`src/rtl/softmax_reciprocal_if.sv`:
```
// softmax_reciprocal_if: sum-in / reciprocal-out handshake bundle for softmax_reciprocal.
interface softmax_reciprocal_if #(
   parameter int SUM_WIDTH = 24,
   parameter int BIT_WIDTH = 16
);
   logic                 i_valid;
   logic [SUM_WIDTH-1:0] i_sum;
   logic                 o_ready;
   logic                 o_valid;
   logic [BIT_WIDTH-1:0] o_recip;
   logic                 o_sat;
   logic                 o_div_zero;
   logic                 i_ready;
   modport master (output i_valid, i_sum, i_ready, input o_ready, o_valid, o_recip, o_sat, o_div_zero);
   modport slave  (input i_valid, i_sum, i_ready, output o_ready, o_valid, o_recip, o_sat, o_div_zero);
endinterface

```
`src/rtl/softmax_reciprocal.sv`:
```
// softmax_reciprocal: rounded Q0.16 reciprocal of a Q.12 exponential sum via 30-step restoring division.
module softmax_reciprocal #(
   parameter int SUM_WIDTH = 24,
   parameter int BIT_WIDTH = 16
) (
   input  logic i_clk,
   input  logic i_rst_n,
   softmax_reciprocal_if.slave bus
);
   typedef enum logic [1:0] {IDLE, CALC, DONE} state_t;
   state_t               state, state_nx;
   logic [4:0]           cnt, cnt_nx;
   logic [SUM_WIDTH:0]   rem, rem_nx, rem_sh;
   logic [SUM_WIDTH-1:0] div, div_nx;
   logic [BIT_WIDTH:0]   quo, quo_nx, quo_sh, rnd;
   logic                 ge;
   logic                 ready, ready_nx, valid, valid_nx, sat, sat_nx, dz, dz_nx;
   logic [BIT_WIDTH-1:0] recip, recip_nx;
   // dividend is 2^29, so only the first shifted-in bit is a one
   assign rem_sh = (rem << 1) | (SUM_WIDTH+1)'(cnt == 5'd0);
   assign ge     = rem_sh >= {1'b0, div};
   assign quo_sh = (quo << 1) | (BIT_WIDTH+1)'(ge);
   assign rnd    = (BIT_WIDTH+1)'(({1'b0, quo_sh} + (BIT_WIDTH+2)'(1)) >> 1);
   always_ff @(posedge i_clk) begin
      if (!i_rst_n) begin
         state <= IDLE;
         cnt   <= '0;
         rem   <= '0;
         div   <= '0;
         quo   <= '0;
         ready <= 1'b1;
         valid <= 1'b0;
         recip <= '0;
         sat   <= 1'b0;
         dz    <= 1'b0;
      end else begin
         state <= state_nx;
         cnt   <= cnt_nx;
         rem   <= rem_nx;
         div   <= div_nx;
         quo   <= quo_nx;
         ready <= ready_nx;
         valid <= valid_nx;
         recip <= recip_nx;
         sat   <= sat_nx;
         dz    <= dz_nx;
      end
   end
   always_comb begin
      state_nx = state;
      cnt_nx   = cnt;
      rem_nx   = rem;
      div_nx   = div;
      quo_nx   = quo;
      ready_nx = ready;
      valid_nx = valid;
      recip_nx = recip;
      sat_nx   = sat;
      dz_nx    = dz;
      case (state)
         IDLE: if (bus.i_valid) begin
            div_nx   = bus.i_sum;
            cnt_nx   = '0;
            rem_nx   = '0;
            quo_nx   = '0;
            ready_nx = 1'b0;
            // sums up to 1.0 saturate without dividing
            if (bus.i_sum <= SUM_WIDTH'(4096)) begin
               state_nx = DONE;
               valid_nx = 1'b1;
               recip_nx = '1;
               sat_nx   = 1'b1;
               dz_nx    = bus.i_sum == '0;
            end else begin
               state_nx = CALC;
            end
         end
         CALC: begin
            cnt_nx = cnt + 5'd1;
            rem_nx = ge ? rem_sh - {1'b0, div} : rem_sh;
            quo_nx = quo_sh;
            if (cnt == 5'd29) begin
               state_nx = DONE;
               valid_nx = 1'b1;
               sat_nx   = rnd[BIT_WIDTH];
               recip_nx = rnd[BIT_WIDTH] ? '1 : rnd[BIT_WIDTH-1:0];
               dz_nx    = 1'b0;
            end
         end
         DONE: if (bus.i_ready) begin
            state_nx = IDLE;
            ready_nx = 1'b1;
            valid_nx = 1'b0;
            recip_nx = '0;
            sat_nx   = 1'b0;
            dz_nx    = 1'b0;
         end
         default: state_nx = IDLE;
      endcase
   end
   assign bus.o_ready    = ready;
   assign bus.o_valid    = valid;
   assign bus.o_recip    = recip;
   assign bus.o_sat      = sat;
   assign bus.o_div_zero = dz;
endmodule
```
`src/flat_wrapper.sv`:
```
// flat-port wrapper written by rule: the top's interface ports become plain ports
module softmax_reciprocal_flat 
#(
   parameter int SUM_WIDTH = 24,
   parameter int BIT_WIDTH = 16
)
  (i_clk, i_rst_n, bus_i_valid, bus_i_sum, bus_i_ready, bus_o_ready, bus_o_valid, bus_o_recip, bus_o_sat, bus_o_div_zero);
  softmax_reciprocal_if #(.SUM_WIDTH(SUM_WIDTH), .BIT_WIDTH(BIT_WIDTH)) bus_i ();
  input  logic i_clk;
  input  logic i_rst_n;
  input wire logic [$bits(bus_i.i_valid)-1:0] bus_i_valid;
  input wire logic [$bits(bus_i.i_sum)-1:0] bus_i_sum;
  input wire logic [$bits(bus_i.i_ready)-1:0] bus_i_ready;
  output wire logic [$bits(bus_i.o_ready)-1:0] bus_o_ready;
  output wire logic [$bits(bus_i.o_valid)-1:0] bus_o_valid;
  output wire logic [$bits(bus_i.o_recip)-1:0] bus_o_recip;
  output wire logic [$bits(bus_i.o_sat)-1:0] bus_o_sat;
  output wire logic [$bits(bus_i.o_div_zero)-1:0] bus_o_div_zero;
  assign bus_i.i_valid = bus_i_valid;
  assign bus_i.i_sum = bus_i_sum;
  assign bus_i.i_ready = bus_i_ready;
  assign bus_o_ready = bus_i.o_ready;
  assign bus_o_valid = bus_i.o_valid;
  assign bus_o_recip = bus_i.o_recip;
  assign bus_o_sat = bus_i.o_sat;
  assign bus_o_div_zero = bus_i.o_div_zero;
  softmax_reciprocal #(.SUM_WIDTH(SUM_WIDTH), .BIT_WIDTH(BIT_WIDTH)) u_core (.i_clk(i_clk), .i_rst_n(i_rst_n), .bus(bus_i));
endmodule
```
`config.mk`:
```
export PLATFORM = sky130hd
export DESIGN_NAME = softmax_reciprocal_flat
export DESIGN_NICKNAME = d
export VERILOG_FILES = /design/src/rtl/softmax_reciprocal_if.sv /design/src/rtl/softmax_reciprocal.sv /design/src/flat_wrapper.sv
export SDC_FILE = /design/constraint.sdc
export NUM_CORES = 1
export LEC_CHECK = 0
export CAP_MARGIN = 20
export CORE_MARGIN = 5
export CORE_UTILIZATION = 50
export DETAILED_ROUTE_END_ITERATION = 10
export PLACE_DENSITY = 0.69
export SETUP_SLACK_MARGIN = 0.2
export SYNTH_ARGS = -nofsm -noshare
export SYNTH_HDL_FRONTEND = slang
export SYNTH_SLANG_ARGS = --single-unit
```
`constraint.sdc`:
```
create_clock -name i_clk -period 5.1 [get_ports i_clk]
set_input_delay 0.765 -clock i_clk [delete_from_list [all_inputs] [get_ports i_clk]]
set_output_delay 0.765 -clock i_clk [all_outputs]
set_load 0.05 [all_outputs]
```
### Word-level counts from Yosys, hierarchy flattened

Index checks and enable logic that the tools add are counted.

| word-level totals | value |
|---|---|
| output and inout port bits | 20 |
| register bits | 91 |
| input bits | 28 |

| operators by class | value |
|---|---|
| reduce and logical (&&, ||, !) cells | 11 |
| equality and inequality tests | 7 |
| $add $sub $neg | 3 |
| order comparisons | 2 |
| bitwise operators | 2 |
| muxes and demuxes | 32 |

Operators with widths:

| cell | count |
|---|---|
| $mux W16 | 6 |
| $mux W24 | 2 |
| $pmux W16 S3 | 1 |
| $pmux W24 S2 | 1 |
| $pmux W16 S2 | 1 |
| $ge A25 B24 Y1 | 1 |
| $or A25 B1 Y25 | 1 |
| $le A24 B13 Y1 const B | 1 |
| $logic_not A24 Y1 | 1 |
| $sub A24 B24 Y24 | 1 |
| $add A17 B1 Y18 const B | 1 |
| $or A17 B1 Y17 | 1 |
| $mux W1 | 10 |
| $pmux W5 S2 | 1 |
| $pmux W1 S3 | 3 |
| $mux W2 | 4 |
| $pmux W2 S3 | 1 |
| $reduce_and A3 Y1 | 2 |
| $add A5 B1 Y5 const B | 1 |
| $eq A5 B5 Y1 const B | 1 |
| $logic_not A5 Y1 | 1 |
| $mux W5 | 1 |
| $reduce_and A5 Y1 | 1 |
| $ne A2 B1 Y1 const B | 2 |
| other kinds (8) | 11 |

### Depth between registers and ports, before layout

Gate-level depths: netlist of the first run.

| depth | value |
|---|---|
| word-level depth | 8 |
| depth in mapped cells | 20 |
| gate-level depth less buffers | 18 |

### Least setup slack after synthesis of the first run

OpenSTA, ideal clock, no wires.

| path | value |
|---|---|
| path type | flip-flop to flip-flop |
| start | register u_core.cnt[0] |
| end | register u_core.recip[15] (netlist: u_core.bus.o_recip[15]) |
| arrival time | 3.649 ns |
| period minus slack after synthesis | 3.765 ns |
| setup slack | 1.335 ns |
| required time | 4.984 ns |
| stages on the path, launching flop included | 21 |
| library setup time | 0.116 ns |
| cells stage by stage | dfxtp_1 > inv_1 > ha_1 > or4b_2 > ha_1 > nand2b_1 > a21oi_1 > o211ai_1 > a31oi_1 > o21ai_1 > a31o_1 > buf_6 > buf_2 > inv_1 > ha_1 > nand3_1 > nor2_1 > nand4_1 > xnor2_1 > a21oi_1 > nor2_1 |

| on the way | value |
|---|---|
| longest elaborated chain between the ends | 8 |
| elaborated cells on any way between the ends | 11 |

Ends and longest elaborated chain:

| what | RTL line | text |
|---|---|---|
| from (decl) | softmax_reciprocal.sv:12 | `logic [4:0] cnt, cnt_nx;` |
| from (signal assigned) | softmax_reciprocal.sv:38 | `cnt <= cnt_nx;` |
| $logic_not A5 Y1 | softmax_reciprocal.sv:20 | `assign rem_sh = (rem << 1) \| (SUM_WIDTH+1)'(cnt == 5'd0);` |
| $or A25 B1 Y25 | softmax_reciprocal.sv:20 |  |
| $ge A25 B24 Y1 | softmax_reciprocal.sv:21 | `assign ge = rem_sh >= {1'b0, div};` |
| $or A17 B1 Y17 | softmax_reciprocal.sv:22 | `assign quo_sh = (quo << 1) \| (BIT_WIDTH+1)'(ge);` |
| $add A17 B1 Y18 | softmax_reciprocal.sv:23 | `assign rnd = (BIT_WIDTH+1)'(({1'b0, quo_sh} + (BIT_WIDTH+2)'(1)) >> 1);` |
| $mux W16 | softmax_reciprocal.sv:86 | `recip_nx = rnd[BIT_WIDTH] ? '1 : rnd[BIT_WIDTH-1:0];` |
| $mux W16 | softmax_reciprocal.sv:82 | `if (cnt == 5'd29) begin` |
| $pmux W16 S3 | softmax_reciprocal.sv:60 | `case (state)` |
| to (signal assigned) | softmax_reciprocal.sv:44 | `recip <= recip_nx;` |
| to (decl) | softmax_reciprocal.sv:18 | `logic [BIT_WIDTH-1:0] recip, recip_nx;` |

Parallel ways exist; a longest one is shown, timed or not. The select of a mux whose other input is x is not followed.
A chain may end at the register's enable or synchronous reset.

### Worst setup path after layout of the first run

| path | value |
|---|---|
| start | register u_core.cnt[0] |
| end | register u_core.recip[11] (netlist: u_core.bus.o_recip[11]) |

The elaborated chain is that of the path after synthesis.

==> flow_metrics.tcl, run 1 <==
set metrics [dict create \
    outcome "completed" \
    portBuffers 47 \
    io_pins 48 \
    syn_area_per_cell_um2 7.96 \
    finalPower_mw 3.52 \
    drc 0 \
    dpl-instance-area_um2 5750 \
    coreArea_um2 10200 \
    timing.final.crit_share_pct 77.9 \
    rsz0062_at_grt "no" \
    p_leak_nw 2.35 \
    regArea_um2 1820 \
    num_rows 37 \
    path_class "flip-flop to flip-flop" \
    slew_headroom_pct 41.8 \
    grt_usage_pct 20.8 \
    post-cts-setup-buffers 0 \
    min_period_ps 3970 \
    worst_hold_path_type "flip-flop to flip-flop" \
    rr_worst_depth 18 \
    ant_nets 0 \
    cp_common_cell "ha_1" \
    ys_seq_area_share_pct 35.0 \
    cp-end-kind "flip-flop" \
    slowest_stage "or4b_2" \
    clk_pin_slew_worst_paths_ps 90 \
    die_y_um 112 \
    tightest_slew_ps 873 \
    first_pass_iters 6 \
    worstPathRequired_ps 5370 \
    grt_max_degree 37 \
    slew_viol_final 0 \
    grt_pass1_vias 4576 \
    syn_area_um2 5200 \
    synthFlopType "dfxtp_1" \
    cts_hold_buf 0 \
    cts_resized 0 \
    clockBufferDepth 2 \
    critPathMaxFanout 6 \
    startpoint "u_core.cnt[0]" \
    async_reset_ff_share_pct 0 \
    drt_wl_total_mm 12.4 \
    num_vias 4696 \
    die_x_um 112 \
    nets 747 \
    cts-root-buf "clkbuf_8" \
    setup.worst_path.end "u_core.bus.o_recip[11]" \
    synth.area.top_cells "dfxtp_1, ha_1, a21oi_1, nand2_1, nor2_1" \
    cp-start-kind "flip-flop" \
    cts_max_level 3 \
    synth_edf_count 0 \
    place_congestion 0.899 \
    hold_viol 0 \
    timing.fmax_mhz 252 \
    yosysUniqueCellTypes 62 \
    maxCapViolCount 0 \
    yosys_warnings 0 \
    reg2reg_slack_ps 1130 \
    max-vdd-ir-drop_mv 0.331 \
    setup_slack_ps 1130 \
    multiInputGateArea_um2 3080 \
    cpPeakStageDelay_ps 610 \
    timing.rr.end "u_core.bus.o_recip[11]" \
    synthesis.nets 715 \
    cts_tree "yes" \
    die_area_um2 12500 \
    viasPerCell 5.69 \
    finalSetupViolCount 0 \
    n_antenna_cell 0 \
    antenna_found_initial 0 \
    synth_top_area_share_pct 35.0 \
    filler_cell_count 941 \
    yosys-top-cells-count "dfxtp_1, nand2_1, nor2_1" \
    skew_ps 12.5 \
    drt-initial-drc-count 251 \
    layout-drive-gt1-share_pct 4.64 \
    crit_chain "inv_1 -> ha_1 -> or4b_2 -> ha_1 -> nand2b_1 -> a21oi_1 -> o211ai_1 -> a31oi_1 -> o21ai_1 -> a31o_1 -> inv_1 -> ha_1 -> nand3_1 -> nor2_1 -> nand4_1 -> xnor2_1 -> a21oi_1 -> nor2_1" \
    clk_latency_ps 370 \
    critPathArrivalTime_ps 4240 \
    synth_seq_cells 91 \
    power_density_nw_per_um2 593 \
    fin_area_um2 5930 \
    routedWlPerCell_um 15.1 \
    area_delta_synth_final_pct 14.0 \
    timing.rr.start "u_core.cnt[0]" \
    initial_core_util_pct 50.9 \
    gr-total-overflow 0 \
    place_ws_ps 1180 \
    synth_most_common_cell "dfxtp_1" \
    cts-buffers-inserted 9 \
    tns_ps 0 \
    yosysTopAreaCell "dfxtp_1" \
    dp_hpwl_mm 8.96 \
    clock_sinks 91 \
    syn_inst 654 \
    grt_pass1_wl_mm 21.9 \
]
-- worst max-delay path: cells and delay by family, from the launching register on --
kind | cells | cell delay (ps)
XOR/XNOR | 1 | 150
flip-flops | 1 | 360
AO/OA/AOI/OAI | 6 | 1050
buffers and inverters | 2 | 190
AND/OR/NAND/NOR | 6 | 1550
adder cells (fa/ha/maj) | 3 | 570
-- report_power, final --
part / internal, mW / switching, mW / total, mW
registers: 0.855 / 0.0844 / 0.939
clock network: 0.226 / 0.249 / 0.476
logic: 0.825 / 1.28 / 2.10
-- per-stage QoR --
step                      hold slack (ps)  util [%]  std cells
after floorplan                       436         -        654
final                                 458      58.0        826
after global routing                  474      58.0        826
after global placement                446      56.2        811
after detailed placement              448      56.2        811
after CTS                             459      58.0        826
-- registers in the layout, indices dropped and copies added, names as in the netlist --
signal                 cells
u_core.cnt                 5
u_core.bus.o_ready         1
u_core.rem                24
u_core.bus.o_valid         1
u_core.quo                16
u_core.div                24
u_core.bus.o_div_zero      1
u_core.state               2
u_core.bus.o_sat           1
u_core.bus.o_recip        16
-- worst min-delay path by stage --
stage,startpoint,cells past startpoint,to
after detailed placement,u_core.div[11],2,u_core.div[11]
after global placement,u_core.div[19],2,u_core.div[19]
after global routing,u_core.div[16],2,u_core.div[16]
final,u_core.div[11],2,u_core.div[11]
after CTS,u_core.div[11],2,u_core.div[11]
after floorplan,u_core.div[10],2,u_core.div[10]
-- cell type report --
| class | instances | area share, % |
|---|---|---|
| Tap cell | 136 | 2.87 |
| Timing Repair Buffer | 54 | 8.81 |
| Clock inverter | 4 | 0.864 |
| Sequential cell | 91 | 30.7 |
| Clock buffer | 11 | 2.21 |
| Inverter | 41 | 2.59 |
| Multi-Input combinational cell | 489 | 52.0 |
-- cell families after synthesis --
kind of cell,Yosys count,synth area share (%)
compound gates,184,22.8
flops,91,35.0
xor+xnor,33,5.55
simple gates,220,19.1
buf+inv,74,5.84
mux,19,3.68
fa+ha+maj,33,8.08
-- cell usage in the layout, fill, tap and decap left out, types with 11 or more instances in the layout --
cell type,synthesis,layout
dfxtp_1,91,91
nand2_1,78,78
nor2_1,74,74
a21oi_1,69,69
clkdlybuf4s50_1,0,47
inv_1,40,40
o21ai_0,34,34
ha_1,32,32
a22oi_1,21,21
xnor2_1,19,19
mux2i_1,18,18
nand4_1,14,14
xor2_1,14,14
nor3_1,13,13
a2bb2oi_1,11,11
-- routing by layer --
layer,up-vias,global-route usage [%],share of wire (%)
met2,108,32.6,44
li1,2365,-,-
met4,0,7.45,2.1
met3,26,4.31,4.8
met1,2197,28.4,49
met5,-,0,0
Power figures use the tool's default switching activity.
==> inputs of run 2 (changes only) <==
--- a/config.mk
+++ b/config.mk
@@ -9,7 +9,7 @@
 export CORE_MARGIN = 5
 export CORE_UTILIZATION = 50
 export DETAILED_ROUTE_END_ITERATION = 10
-export PLACE_DENSITY = 0.69
+export PLACE_DENSITY = 0.72
 export SETUP_SLACK_MARGIN = 0.2
 export SYNTH_ARGS = -nofsm -noshare
 export SYNTH_HDL_FRONTEND = slang
==> constraint.sdc (replaced) <==
create_clock -name i_clk -period 3.5 [get_ports i_clk]
set_input_delay 0.525 -clock i_clk [delete_from_list [all_inputs] [get_ports i_clk]]
set_output_delay 0.525 -clock i_clk [all_outputs]
set_load 0.05 [all_outputs]
==> flow_metrics.tcl, run 2 (same netlist as run 1, synthesis figures left out) <==
set metrics [dict create \
    grt_pass1_vias 4828 \
    tightest_slew_ps 988 \
    power_density_nw_per_um2 887 \
    dpl-instance-area_um2 5870 \
    slew_headroom_pct 34.1 \
    dp_hpwl_mm 9.76 \
    startpoint "u_core.cnt[0]" \
    place_inst 819 \
    timing.rr.end "u_core.bus.o_recip[15]" \
    num_rows 37 \
    drt_wl_total_mm 13.7 \
    clock_sinks 91 \
    drc 0 \
    path_class "flip-flop to flip-flop" \
    worst_hold_path_type "flip-flop to flip-flop" \
    skew_ps 14.4 \
    portBuffers 47 \
    maxCapViolCount 0 \
    clk_latency_ps 380 \
    timing.final.crit_share_pct 94.7 \
    hold_viol 0 \
    die_x_um 112 \
    outcome "completed" \
    critPathMaxFanout 6 \
    initial_core_util_pct 50.9 \
    reg2reg_slack_ps 180 \
    io_pins 48 \
    rr_worst_depth 18 \
    worstPathRequired_ps 3790 \
    min_period_ps 3320 \
    cts_tree "yes" \
    finalSetupViolCount 0 \
    mostFrequentLayoutCells "dfxtp_1, nand2_1, nor2_1" \
    clockBufferDepth 2 \
    cts-root-buf "clkbuf_8" \
    cp-end-kind "flip-flop" \
    timing.fmax_mhz 302 \
    rsz0062_at_grt "yes" \
    grt_usage_pct 21.9 \
    gr-total-overflow 0 \
    place_congestion 0.875 \
    slew_viol_final 0 \
    timing.rr.start "u_core.cnt[0]" \
    viasPerCell 5.77 \
    clk_pin_slew_worst_paths_ps 110 \
    nets 764 \
    cts_max_level 3 \
    final_common_cell "dfxtp_1" \
    area_delta_synth_final_pct 20.1 \
    grt_pass1_wl_mm 23.0 \
    grt_max_degree 63 \
    reg_top3 "u_core.div: 24 flops, u_core.rem: 24 flops" \
    die_y_um 112 \
    critPathArrivalTime_ps 3600 \
    routedWlPerCell_um 16.2 \
    drt-initial-drc-count 262 \
    die_area_um2 12500 \
    fin_area_um2 6250 \
    max-vdd-ir-drop_mv 0.572 \
    coreArea_um2 10200 \
    cp-start-kind "flip-flop" \
    num_vias 4866 \
    cts-buffers-inserted 9 \
    antenna_found_initial 0 \
    layout-drive-gt1-share_pct 10.6 \
    first_pass_iters 4 \
    ant_nets 0 \
    fin_cells 844 \
    p_leak_nw 2.45 \
    cts_hold_buf 0 \
    setup.worst_path.end "u_core.bus.o_recip[15]" \
    n_antenna_cell 0 \
]
==> run 2: changes by cell type in the layout (fill, tap and decap cells not counted), moves of 3 or more <==
cell and change:
buf_4 +16, clkinv_4 +3, ha_1 -3, ha_4 +3, inv_1 -3
==> run 2: power by group <==
| group | total, mW | switching [mW] | internal [mW] |
|---|---|---|---|
| Combinational | 3.44 | 2.02 | 1.42 |
| Clock | 0.710 | 0.433 | 0.277 |
| Sequential | 1.38 | 0.137 | 1.25 |
| Total | 5.54 | 2.59 | 2.95 |
==> run 2: how the worst min path moves through the flow <==
stage | startpoint | to | slack (ps) | cells after the start
global placement | u_core.div[18] | u_core.div[18] | 450 | 2
global route | u_core.div[9] | u_core.div[9] | 480 | 2
detailed placement | u_core.div[23] | u_core.div[23] | 450 | 2
finish | u_core.div[9] | u_core.div[9] | 460 | 2
floorplan | u_core.div[10] | u_core.div[10] | 440 | 2
CTS | u_core.div[9] | u_core.div[9] | 460 | 2
==> run 2: critical path, stage by stage (launching register included) <==
cell	delay, ps
dfxtp_2	340
inv_2	70
ha_4	120
or4b_4	470
ha_4	190
nand2b_4	150
a21oi_4	160
o211ai_1	120
a31oi_1	260
o21ai_1	120
a31o_4	270
inv_4	60
ha_4	140
nand3_4	90
nor2_4	200
nand4_1	120
xnor2_1	150
a21oi_1	140
nor2_1	60
==> run 2: repair_timing <==
action / CTS / global route
resized for setup: 5 / 19
setup buffers: 4 / 5
pin swaps: 7 / 17
endpoints found under the hold margin: 0 / 0
setup endpoints to repair: 11 / 26
==> run 2: per-layer routing <==
layer | global-route usage [%] | vias up | routed length [um]
li1 | - | 2406 | -
met1 | 28.3 | 2327 | 6250
met2 | 36.6 | 107 | 6580
met3 | 3.50 | 26 | 500
met4 | 9.21 | 0 | 365
met5 | 0 | - | 0
==> run 2: layout make-up <==
type	instances	area (um^2)
Multi-Input combinational cell	489	3240
Inverter	41	156
Clock buffer	9	124
Clock inverter	7	66.3
Timing Repair Buffer	71	663
Tap cell	136	170
Sequential cell	91	1820
Fill cell	884	3980
==> run 2: metrics by stage <==
stage	util [%]	hold slack [ps]	setup TNS, ps	total power, mW	setup WS (ps)
global route	61.1	477	0	5.93	2.66
detailed placement	57.4	449	-129	4.58	-129
global placement	57.4	447	0	4.51	15.8
CTS	59.8	463	0	5.39	203
floorplan	-	436	0	3.88	200
finish	61.1	461	0	5.54	184
